## src/rtl/mem_ctrl_pkg.sv

```systemverilog
// -----------------------------------------------------------------------------
// mem_ctrl_pkg -- shared definitions for the byte-serial memory controller.
//   XLEN / BYTE_W : bus width and RAM byte width
//   state_e       : controller FSM state encoding
//   LEN_*         : mem_len encodings (11 is treated as a word)
//   len_to_n      : byte count for a length code
//   load_extend   : zero/sign extension of an assembled load
// -----------------------------------------------------------------------------
package mem_ctrl_pkg;

  localparam int unsigned XLEN   = 32;
  localparam int unsigned BYTE_W = 8;

  typedef enum logic [1:0] {
    ST_IDLE  = 2'b00,
    ST_READ  = 2'b01,
    ST_WRITE = 2'b10,
    ST_DONE  = 2'b11
  } state_e;

  localparam logic [1:0] LEN_BYTE = 2'b00;
  localparam logic [1:0] LEN_HALF = 2'b01;
  localparam logic [1:0] LEN_WORD = 2'b10;

  // Number of RAM bytes moved for a length code; the unused code maps to a word.
  function automatic logic [2:0] len_to_n(input logic [1:0] len);
    logic [2:0] n;
    case (len)
      LEN_BYTE: n = 3'd1;
      LEN_HALF: n = 3'd2;
      LEN_WORD: n = 3'd4;
      default:  n = 3'd4;
    endcase
    return n;
  endfunction

  // Extend the low n bytes of raw to 32 bits, sign-extending when sgn is set.
  function automatic logic [XLEN-1:0] load_extend(input logic [XLEN-1:0] raw,
                                                  input logic [2:0]      n,
                                                  input logic            sgn);
    logic [XLEN-1:0] r;
    case (n)
      3'd1:    r = {{24{sgn & raw[7]}}, raw[7:0]};
      3'd2:    r = {{16{sgn & raw[15]}}, raw[15:0]};
      default: r = raw;
    endcase
    return r;
  endfunction

endpackage

```

## src/rtl/mem_ctrl_if.sv

```systemverilog
// -----------------------------------------------------------------------------
// mem_ctrl_if -- bus bundle between the pipeline/RAM side and mem_ctrl.
//   Data port : mem_req, mem_we, mem_len, mem_signed, mem_addr, mem_wdata
//               -> mem_done, mem_rdata
//   Fetch port: if_req, if_addr, if_clear -> if_done, if_inst
//   RAM port  : mem_din -> mem_dout, mem_a, mem_wr
//   master = requesters + RAM (drive requests and mem_din)
//   slave  = mem_ctrl
// -----------------------------------------------------------------------------
interface mem_ctrl_if;

  logic                                     mem_req;
  logic                                     mem_we;
  logic [1:0]                               mem_len;
  logic                                     mem_signed;
  logic [mem_ctrl_pkg::XLEN-1:0]            mem_addr;
  logic [mem_ctrl_pkg::XLEN-1:0]            mem_wdata;
  logic                                     mem_done;
  logic [mem_ctrl_pkg::XLEN-1:0]            mem_rdata;

  logic                                     if_req;
  logic [mem_ctrl_pkg::XLEN-1:0]            if_addr;
  logic                                     if_clear;
  logic                                     if_done;
  logic [mem_ctrl_pkg::XLEN-1:0]            if_inst;

  logic [mem_ctrl_pkg::BYTE_W-1:0]          mem_din;
  logic [mem_ctrl_pkg::BYTE_W-1:0]          mem_dout;
  logic [mem_ctrl_pkg::XLEN-1:0]            mem_a;
  logic                                     mem_wr;

  modport master (
    output mem_req, mem_we, mem_len, mem_signed, mem_addr, mem_wdata,
    output if_req, if_addr, if_clear, mem_din,
    input  mem_done, mem_rdata, if_done, if_inst, mem_dout, mem_a, mem_wr
  );

  modport slave (
    input  mem_req, mem_we, mem_len, mem_signed, mem_addr, mem_wdata,
    input  if_req, if_addr, if_clear, mem_din,
    output mem_done, mem_rdata, if_done, if_inst, mem_dout, mem_a, mem_wr
  );

endinterface

```

## src/rtl/mem_ctrl.sv

```systemverilog
// -----------------------------------------------------------------------------
// mem_ctrl -- byte-serial memory controller shared by the MEM stage and fetch.
//   clk_in : sole clock
//   rst_in : asynchronous active-low reset
//   rdy_in : 1 = run, 0 = freeze every register
//   bus    : mem_ctrl_if.slave (data port, fetch port, RAM byte port)
// One request at a time; data requests win over fetches. Addresses are issued
// one byte per cycle (little-endian); read bytes come back one cycle after
// their address, so a load finishes one cycle later than a store of equal size.
// -----------------------------------------------------------------------------
module mem_ctrl
  import mem_ctrl_pkg::*;
(
  input  logic        clk_in,
  input  logic        rst_in,
  input  logic        rdy_in,
  mem_ctrl_if.slave   bus
);

  state_e            state_q,     state_d;
  logic [2:0]        cnt_q,       cnt_d;      // edges since acceptance
  logic [2:0]        n_q,         n_d;        // byte count of the transaction
  logic [XLEN-1:0]   base_q,      base_d;
  logic [XLEN-1:0]   wdata_q,     wdata_d;
  logic              fetch_q,     fetch_d;
  logic              signed_q,    signed_d;
  logic [XLEN-1:0]   rbuf_q,      rbuf_d;     // load assembly buffer
  logic [XLEN-1:0]   mem_a_q,     mem_a_d;
  logic [BYTE_W-1:0] mem_dout_q,  mem_dout_d;
  logic              mem_wr_q,    mem_wr_d;
  logic              mem_done_q,  mem_done_d;
  logic              if_done_q,   if_done_d;
  logic [XLEN-1:0]   mem_rdata_q, mem_rdata_d;
  logic [XLEN-1:0]   if_inst_q,   if_inst_d;
  logic [1:0]        rd_idx_s;                 // byte slot captured this edge

  // The byte arriving now belongs to the address issued two edges ago.
  assign rd_idx_s = cnt_q[1:0] - 2'd2;

  // Next-state, counters and registered outputs; everything holds while rdy_in is low.
  always_comb begin
    state_d     = state_q;
    cnt_d       = cnt_q;
    n_d         = n_q;
    base_d      = base_q;
    wdata_d     = wdata_q;
    fetch_d     = fetch_q;
    signed_d    = signed_q;
    rbuf_d      = rbuf_q;
    mem_a_d     = mem_a_q;
    mem_dout_d  = mem_dout_q;
    mem_wr_d    = mem_wr_q;
    mem_done_d  = mem_done_q;
    if_done_d   = if_done_q;
    mem_rdata_d = mem_rdata_q;
    if_inst_d   = if_inst_q;
    if (rdy_in) begin
      mem_wr_d   = 1'b0;
      mem_done_d = 1'b0;
      if_done_d  = 1'b0;
      case (state_q)
        ST_IDLE: begin
          if (bus.mem_req) begin
            base_d   = bus.mem_addr;
            n_d      = len_to_n(bus.mem_len);
            signed_d = bus.mem_signed;
            wdata_d  = bus.mem_wdata;
            fetch_d  = 1'b0;
            cnt_d    = 3'd1;
            rbuf_d   = 32'd0;
            mem_a_d  = bus.mem_addr;
            if (bus.mem_we) begin
              state_d    = ST_WRITE;
              mem_dout_d = bus.mem_wdata[7:0];
              mem_wr_d   = 1'b1;
            end else begin
              state_d    = ST_READ;
            end
          end else if (bus.if_req) begin
            base_d   = bus.if_addr;
            n_d      = 3'd4;
            signed_d = 1'b0;
            fetch_d  = 1'b1;
            cnt_d    = 3'd1;
            rbuf_d   = 32'd0;
            mem_a_d  = bus.if_addr;
            state_d  = ST_READ;
          end else begin
            state_d  = ST_IDLE;
          end
        end
        ST_READ: begin
          if (fetch_q && bus.if_clear) begin
            state_d = ST_IDLE;
          end else begin
            if (cnt_q < n_q) begin
              mem_a_d = base_q + {29'd0, cnt_q};
            end else begin
              mem_a_d = mem_a_q;
            end
            if (cnt_q >= 3'd2) begin
              rbuf_d[{rd_idx_s, 3'b000} +: 8] = bus.mem_din;
            end else begin
              rbuf_d = rbuf_q;
            end
            if (cnt_q == n_q + 3'd1) begin
              state_d = ST_DONE;
              if (fetch_q) begin
                if_done_d = 1'b1;
                if_inst_d = rbuf_d;
              end else begin
                mem_done_d  = 1'b1;
                mem_rdata_d = load_extend(rbuf_d, n_q, signed_q);
              end
            end else begin
              cnt_d = cnt_q + 3'd1;
            end
          end
        end
        ST_WRITE: begin
          if (cnt_q == n_q) begin
            state_d    = ST_DONE;
            mem_done_d = 1'b1;
          end else begin
            mem_a_d    = base_q + {29'd0, cnt_q};
            mem_dout_d = wdata_q[{cnt_q[1:0], 3'b000} +: 8];
            mem_wr_d   = 1'b1;
            cnt_d      = cnt_q + 3'd1;
          end
        end
        ST_DONE: begin
          state_d = ST_IDLE;
        end
        default: begin
          state_d = ST_IDLE;
        end
      endcase
    end else begin
      state_d = state_q;
    end
  end

  // State and output registers with asynchronous active-low reset.
  always_ff @(posedge clk_in or negedge rst_in) begin
    if (!rst_in) begin
      state_q     <= ST_IDLE;
      cnt_q       <= 3'd0;
      n_q         <= 3'd0;
      base_q      <= 32'd0;
      wdata_q     <= 32'd0;
      fetch_q     <= 1'b0;
      signed_q    <= 1'b0;
      rbuf_q      <= 32'd0;
      mem_a_q     <= 32'd0;
      mem_dout_q  <= 8'd0;
      mem_wr_q    <= 1'b0;
      mem_done_q  <= 1'b0;
      if_done_q   <= 1'b0;
      mem_rdata_q <= 32'd0;
      if_inst_q   <= 32'd0;
    end else begin
      state_q     <= state_d;
      cnt_q       <= cnt_d;
      n_q         <= n_d;
      base_q      <= base_d;
      wdata_q     <= wdata_d;
      fetch_q     <= fetch_d;
      signed_q    <= signed_d;
      rbuf_q      <= rbuf_d;
      mem_a_q     <= mem_a_d;
      mem_dout_q  <= mem_dout_d;
      mem_wr_q    <= mem_wr_d;
      mem_done_q  <= mem_done_d;
      if_done_q   <= if_done_d;
      mem_rdata_q <= mem_rdata_d;
      if_inst_q   <= if_inst_d;
    end
  end

  assign bus.mem_a     = mem_a_q;
  assign bus.mem_dout  = mem_dout_q;
  assign bus.mem_wr    = mem_wr_q;
  assign bus.mem_done  = mem_done_q;
  assign bus.if_done   = if_done_q;
  assign bus.mem_rdata = mem_rdata_q;
  assign bus.if_inst   = if_inst_q;

endmodule

```

## src/flat_wrapper.sv

```systemverilog
// flat-port wrapper written by rule: the top's interface ports become plain ports
module mem_ctrl_flat import mem_ctrl_pkg::*;
  (clk_in, rst_in, rdy_in, bus_mem_req, bus_mem_we, bus_mem_len, bus_mem_signed, bus_mem_addr, bus_mem_wdata, bus_if_req, bus_if_addr, bus_if_clear, bus_mem_din, bus_mem_done, bus_mem_rdata, bus_if_done, bus_if_inst, bus_mem_dout, bus_mem_a, bus_mem_wr);
  mem_ctrl_if bus_i ();
  input  logic clk_in;
  input  logic rst_in;
  input  logic rdy_in;
  input wire logic [$bits(bus_i.mem_req)-1:0] bus_mem_req;
  input wire logic [$bits(bus_i.mem_we)-1:0] bus_mem_we;
  input wire logic [$bits(bus_i.mem_len)-1:0] bus_mem_len;
  input wire logic [$bits(bus_i.mem_signed)-1:0] bus_mem_signed;
  input wire logic [$bits(bus_i.mem_addr)-1:0] bus_mem_addr;
  input wire logic [$bits(bus_i.mem_wdata)-1:0] bus_mem_wdata;
  input wire logic [$bits(bus_i.if_req)-1:0] bus_if_req;
  input wire logic [$bits(bus_i.if_addr)-1:0] bus_if_addr;
  input wire logic [$bits(bus_i.if_clear)-1:0] bus_if_clear;
  input wire logic [$bits(bus_i.mem_din)-1:0] bus_mem_din;
  output wire logic [$bits(bus_i.mem_done)-1:0] bus_mem_done;
  output wire logic [$bits(bus_i.mem_rdata)-1:0] bus_mem_rdata;
  output wire logic [$bits(bus_i.if_done)-1:0] bus_if_done;
  output wire logic [$bits(bus_i.if_inst)-1:0] bus_if_inst;
  output wire logic [$bits(bus_i.mem_dout)-1:0] bus_mem_dout;
  output wire logic [$bits(bus_i.mem_a)-1:0] bus_mem_a;
  output wire logic [$bits(bus_i.mem_wr)-1:0] bus_mem_wr;
  assign bus_i.mem_req = bus_mem_req;
  assign bus_i.mem_we = bus_mem_we;
  assign bus_i.mem_len = bus_mem_len;
  assign bus_i.mem_signed = bus_mem_signed;
  assign bus_i.mem_addr = bus_mem_addr;
  assign bus_i.mem_wdata = bus_mem_wdata;
  assign bus_i.if_req = bus_if_req;
  assign bus_i.if_addr = bus_if_addr;
  assign bus_i.if_clear = bus_if_clear;
  assign bus_i.mem_din = bus_mem_din;
  assign bus_mem_done = bus_i.mem_done;
  assign bus_mem_rdata = bus_i.mem_rdata;
  assign bus_if_done = bus_i.if_done;
  assign bus_if_inst = bus_i.if_inst;
  assign bus_mem_dout = bus_i.mem_dout;
  assign bus_mem_a = bus_i.mem_a;
  assign bus_mem_wr = bus_i.mem_wr;
  mem_ctrl u_core (.clk_in(clk_in), .rst_in(rst_in), .rdy_in(rdy_in), .bus(bus_i));
endmodule
```

## config.mk

```make
export PLATFORM = sky130hd
export DESIGN_NAME = mem_ctrl_flat
export DESIGN_NICKNAME = d
export VERILOG_FILES = /design/src/rtl/mem_ctrl_pkg.sv /design/src/rtl/mem_ctrl_if.sv /design/src/rtl/mem_ctrl.sv /design/src/flat_wrapper.sv
export SDC_FILE = /design/constraint.sdc
export NUM_CORES = 1
export LEC_CHECK = 0
export BUFFER_PORTS_ARGS = -buffer_cell sky130_fd_sc_hd__buf_2
export CORE_MARGIN = 2
export CORE_UTILIZATION = 30
export DETAILED_ROUTE_END_ITERATION = 10
export GPL_TIMING_DRIVEN = 0
export REMOVE_ABC_BUFFERS = 1
export SYNTH_ARGS = -nofsm -noshare
export SYNTH_HDL_FRONTEND = slang
export SYNTH_SLANG_ARGS = --single-unit
```

## constraint.sdc

```tcl
create_clock -name clk_in -period 8.03 [get_ports clk_in]
set_input_delay 1.606 -clock clk_in [delete_from_list [all_inputs] [get_ports clk_in]]
set_output_delay 1.606 -clock clk_in [all_outputs]
set_load 0.01 [all_outputs]
```

* Word-level counts from Yosys, hierarchy flattened
Cells that the tools add are included.
** Storage, ports and cells
- Flip-flop bits (word level) :: 213
- Bits of input ports :: 114
- Output and inout port bits :: 107
- Word-level logic and storage cells :: 115
** Operators by class
- Add/subtract/negate cells :: 5
- Magnitude comparators :: 2
- Equality and inequality tests :: 17
- Shift operators :: 3
- Multiplexer cells :: 53
- Bitwise operators :: 4
- Reductions and logical operators :: 16
** Operator list (count)
- $mux 32 :: 12
- $pmux 32 s2 :: 2
- $pmux 32 s3 :: 1
- $add 32x3->32 :: 1
- $bwmux 32 :: 1
- $shift 8x7->32 const A :: 1
- $shiftx 32x6->8 :: 1
- $shiftx 8x7->32 :: 1
- $mux 8 :: 3
- $mux 3 :: 7
- $mux 1 :: 16
- $pmux 8 s2 :: 1
- $reduce_and 5->1 :: 3
- $reduce_and 6->1 :: 2
- $mux 2 :: 5
- $ne 2x2->1 const B :: 5
- $pmux 3 s3 :: 1
- $reduce_and 3->1 :: 3
- $pmux 2 s4 :: 1
- $neg 5->7 :: 1
- $add 3x1->3 const B :: 2
- $eq 3x3->1 :: 2
- $pmux 3 s2 :: 1
- $reduce_bool 2->1 :: 3
- other kinds (17) :: 24

* Logic depth before layout (Yosys ltp)
- Word-level depth :: 10
- Mapped depth :: 11
- Gate-level depth less buffers :: 8

* Worst setup path after synthesis
No wires, ideal clock.
- Kind :: input to register
- Start :: input port bus_mem_req
- End :: register u_core.mem_a_q[10] (netlist: u_core.bus.mem_a[10])
- Setup time :: 125 ps
- Arrival time :: 2845 ps
- Required time :: 7905 ps
- Slack :: 5060 ps
- Cell stages on the path :: 6
- Buffers on the path :: 2
- Cells stage by stage :: or3b_1 -> nand4_1 -> or2_1 -> buf_2 -> buf_2 -> mux2_2
** Between the ends
- Word-level cells in the longest chain between the ends :: 2
- Elaborated cells on any way between the ends :: 4
- Those cells by class :: eq/ne: 1; mux: 2; reduce/logical: 1
** Ends and longest elaborated chain
- start: declaration :: line flat_wrapper.sv:8 : input wire logic [$bits(bus_i.mem_req)-1:0] bus_mem_req;
- $ne 3x3->1 (no source line) or $mux 32 (tied branches)
- $reduce_and 6->1 (no source line) or $pmux 32 s3 (tied branches)
- end signal: assignment :: line mem_ctrl.sv:170 : mem_a_q <= mem_a_d;
- end: declaration :: line mem_ctrl.sv:28 : logic [XLEN-1:0] mem_a_q, mem_a_d;
Parallel ways exist; a longest one is shown, timed or not.
A chain may end at the register's enable or synchronous reset.

* Final worst setup path
- Start :: register u_core.cnt_q[0]
- End :: register u_core.mem_rdata_q[20] (netlist: u_core.bus.mem_rdata[20])
** Between the ends
- Word-level cells in the longest chain between the ends :: 10
- Elaborated cells on any way between the ends :: 15
- Those cells by class :: add/sub: 2; order compare: 1; eq/ne: 1; shift: 2; mux: 6; bitwise: 2; reduce/logical: 1
** Ends and longest elaborated chain
- start: declaration :: line mem_ctrl.sv:21 : logic [2:0] cnt_q, cnt_d;
- start signal: assignment :: line mem_ctrl.sv:163 : cnt_q <= cnt_d;
- $sub 2x2->2 :: line mem_ctrl.sv:38 : assign rd_idx_s = cnt_q[1:0] - 2'd2;
- $neg 5->7 :: line mem_ctrl.sv:102 : rbuf_d[{rd_idx_s, 3'b000} +: 8] = bus.mem_din;
- $shiftx 8x7->32 or $shift 8x7->32 (tied branches) :: line mem_ctrl.sv:102
- $bwmux 32 :: line mem_ctrl.sv:102
- $mux 32 :: line mem_ctrl.sv:101 : if (cnt_q >= 3'd2) begin
- $mux 32 :: line mem_ctrl.sv:93 : if (fetch_q && bus.if_clear) begin
- $mux 32 :: line mem_ctrl.sv:61 : case (state_q)
- $mux 32 :: line mem_ctrl.sv:57 : if (rdy_in) begin
- $and 1x1->1, on equally long branches :: line mem_ctrl_pkg.sv:44, mem_ctrl_pkg.sv:43
- $pmux 32 s2 :: line mem_ctrl_pkg.sv:42 : case (n)
- end signal: assignment :: line mem_ctrl.sv:175 : mem_rdata_q <= mem_rdata_d;
- end: declaration :: line mem_ctrl.sv:33 : logic [XLEN-1:0] mem_rdata_q, mem_rdata_d;
Parallel ways exist; a longest one is shown, timed or not. The select of a mux whose other input is x is not followed.

==> summary by stage <==
Outcome
The run finished with clean final reports.

Layout
From synthesis to final layout, the design area changed by 23.5%. The final design instance area without fill is 0.0131 mm^2. The final-layout fill cell count is 3457. The proportion of layout cells with a drive suffix above 1 is 30.8%. The final non-filler cell total is 1663. The final layout net count is 1325.

In the final layout, the multi-input gates occupy 0.00489 mm^2. The number of antenna diodes in the final layout is 0. The footprint of the flip-flops and latches is 0.00533 mm^2.

Worst setup path
The critical path starts at u_core.cnt_q[0]. The setup path with the least slack is of type register to register. The worst setup path is captured at a register. The end of the worst register-to-register path is u_core.bus.mem_rdata[20]. STA classifies the critical path startpoint as a register. The origin of the critical flop-to-flop path is u_core.cnt_q[0].

Of all nets on the critical path, the largest fanout is 19. The setup check on the worst reg-to-reg path leaves a slack of 3.84 ns. For the worst setup path, the data required time is 8.39 ns. The depth of the most critical reg-to-reg path is 6. In this run the worst setup path terminates at u_core.bus.mem_rdata[20]. Data arrives at the worst endpoint at 4.55 ns.

Clock network
Counting every sink on the clock net gives 213. TritonCTS built the clock tree. The tree is rooted in a sky130_fd_sc_hd__clkbuf_16. CTS built an H-tree with a depth of 1. The maximum buffer depth of the clock tree is 3. Post-CTS repair changed the size of 0 cells. The later pin in the worst-skew pair is clocked with a latency of 0.53 ns. After clock tree synthesis, the setup repair step added 0 buffers.

The number of buffers inserted during clock tree synthesis is 26. The clock-pin slew reported for the worst setup and hold paths after clock tree synthesis is 0.06 ns. The number of buffers inserted by hold repair at cts is 0.

GRT
The first global-routing pass estimated 45.0 mm of wire. The number of antenna violations at the first check in global routing is 1. Global routing used 15.5% of the available tracks across all layers. Entering global routing, the biggest net connects 81 pins. The via count of the first global-routing pass is 7962. For this run the aggregate overflow at the end of global routing stands at 0.

Timing
In the finished design, the share of the clock period the worst path needs comes to 52.2%. The setup TNS is 0 ns. The final worst clock skew is 0.0102 ns. Setup violations remaining at the end of the flow were counted as 0. The time the final worst path needs with I/O delays and setup is 4.19 ns. The achievable frequency is 0.239 GHz. The max-slew violation count is 0.

Setup repair after global routing left no endpoint under its margin. The transition time at the pin with the least slew margin is 1.33 ns. The final number of hold-violating endpoints is 0. Across all hold checks on the routed design, the worst slack comes to 0.469 ns. In this run the tightest slew margin relative to its limit is 9.84%.

Power and ir drop
Summing internal, switching and leakage power gives 4.53 mW. The leakage component of the power is 6.25 nW. Across the VDD grid, the largest voltage drop is 196 uV. Power spread over the standard cell area amounts to 347 mW/mm^2.

Placed design
Once placement finished, the instance area stood at 0.0122 mm^2. The post-placement cell count is 1618. The final weighted congestion of routability-driven global placement is 0.769. The placed wire-length estimate after detailed placement is 20.2 mm.

Port buffering added 220 buffers.

Hold path
The worst hold path belongs to the class register to register.

Synth
Synthesis inferred 213 register bits. The number of warnings printed during yosys synthesis is 0. The share of the Yosys chip area taken by registers is 50.4%.

Yosys mapped a number of flops with a built-in enable equal to 0. The post-synthesis cell type count is 67. The mapped netlist covers 0.0106 mm^2. The gate count of the mapped netlist is 993. The average instance in the mapped netlist occupies 10.6 um^2. The fraction of registers with async set/reset is 100%.

Among all flip-flop cells after synthesis, the most frequent one is sky130_fd_sc_hd__dfrtp_1.

Routing
The post-route antenna net violation count is 0. The final layout contains routed wiring with a total length of 28.8 mm. After detailed routing, the average wire length per cell comes to 17.3 um. The detailed-route via count is 8144. The DRC violation count after routing is 0. The initial DRC count is 351.

For this run, the detailed router's first-pass iteration total came to 4. Using the TritonRoute via totals, the vias-per-cell ratio works out to 4.90.

Floorplanning
The initial utilization of the core area, before any placement, comes to 30.5%. From left edge to right edge, the die measures 192 um. The initialized floorplan defines 68 standard-cell rows.

In this run the vertical extent of the chip is 192 um. The die covers 0.0368 mm^2. The core region is 0.0346 mm^2. For this design the top-level I/O count stands at 221.

Flow run
Max-cap violations in this run came to 0.
## worst max-delay path, cell delays in order (launching register included)
cell and delay, ns:
sky130_fd_sc_hd__dfrtp_1 1.03, sky130_fd_sc_hd__inv_1 0.27, sky130_fd_sc_hd__ha_1 0.45, sky130_fd_sc_hd__o31ai_2 0.88
sky130_fd_sc_hd__o21ai_2 0.25, sky130_fd_sc_hd__a31oi_2 0.96, sky130_fd_sc_hd__a21oi_1 0.15
## cell type report
class	count	share of cell area [%]
sequential	213	40.8
multi-input combinational	700	37.4
timing repair buffer	232	10.1
clock buffer	36	5.74
tap	455	4.36
clock inverter	9	0.996
inverter	18	0.517
## worst min path at each step
| stage | cells past startpoint | start | endpoint | slack [ns] |
|---|---|---|---|---|
| 3_5_place_dp | 2 | u_core.bus.mem_rdata[2] | u_core.bus.mem_rdata[2] | 0.46 |
| 4_1_cts | 2 | u_core.bus.mem_rdata[2] | u_core.bus.mem_rdata[2] | 0.47 |
| 6_report | 2 | u_core.bus.mem_rdata[2] | u_core.bus.mem_rdata[2] | 0.47 |
| 3_3_place_gp | 2 | u_core.bus.mem_rdata[2] | u_core.bus.mem_rdata[2] | 0.45 |
| 5_1_grt | 2 | u_core.bus.mem_rdata[6] | u_core.bus.mem_rdata[6] | 0.50 |
| 2_1_floorplan | 2 | u_core.signed_q | u_core.signed_q | 0.44 |
## per-stage QoR
step | worst slack (ns) | utilization, %
global placement | 1.43 | 34.5
global route | 3.33 | 37.7
CTS | 3.72 | 37.7
finish | 3.84 | 37.7
detailed placement | 3.73 | 35.2
floorplan | 3.95 | -
## metal layers
metal,global-route usage (%),share of wire (%),vias up
li1,-,-,3928
met1,21.5,47,3966
met2,25.2,46,210
met3,3.03,5.6,38
met4,3.40,2.1,2
met5,0,0.049,-
## registers in the layout, summed over array words and instances (netlist names), 3 cells and up
signal and count:
u_core.bus.mem_dout 8, u_core.bus.mem_a 32, u_core.base_q 32, u_core.bus.if_inst 32, u_core.bus.mem_rdata 32, u_core.cnt_q 3, u_core.n_q 3, u_core.wdata_q 32
u_core.rbuf_q 32
## cells in the final DEF, fill, tap and decap left out, drive strengths merged, types with 2 or more instances in the layout
cell	synthesis	routed
o21ai	93	93
mux2	70	70
a211oi	2	2
a22o	40	40
mux4	8	8
bufinv	0	3
a2bb2oi	2	2
o22ai	2	2
inv	18	19
o31ai	6	6
nor4	3	3
nor3	12	12
o211a	2	2
and4	6	6
buf	36	232
o21a	2	2
and2	10	10
nor2	30	30
clkinv	0	4
xor2	12	12
a31oi	5	5
and3	10	10
nand2	164	164
xnor2	13	13
nand4b	2	2
nor3b	2	2
clkbuf	26	36
nand2b	3	3
ha	19	19
a31o	2	2
dfrtp	213	213
o211ai	16	16
nand4	10	10
nor2b	7	7
a221o	6	6
nand3	11	11
nor4b	3	3
a21oi	54	54
or3	14	14
mux2i	45	45
## synthesized netlist by cell type, drive strengths merged, types with 11 or more instances
master	instances	area, um^2
nand3	11	55.1
clkbuf	26	100
mux2	70	788
a22o	40	350
inv	18	67.6
buf	36	205
a21oi	54	270
xor2	12	113
nor3	12	76.3
mux2i	45	450
o21ai	93	473
nand2	164	616
o211ai	16	125
dfrtp	213	5330
xnor2	13	114
nor2	30	113
ha	19	238
or3	14	87.6
## power breakdown
group,leakage (nW),switching [mW],internal [mW],total [mW]
registers,2.75,0.279,1.42,1.70
clock network,0.430,0.462,0.745,1.21
logic,3.07,0.912,0.711,1.62
## kinds of logic (layout without fill, tap and decap cells)
family,count (synthesis),after routing,synth area share [%]
AO/OA/AOI/OAI,239,239,14.5
XOR/XNOR,26,26,2.35
adder cells (fa/ha/maj),20,20,2.44
multiplexers,123,123,13.4
buffers and inverters,80,295,3.53
flip-flops,213,213,50.4
AND/OR/NAND/NOR,292,292,13.4
Note: power is estimated with default switching activity, not from simulation.
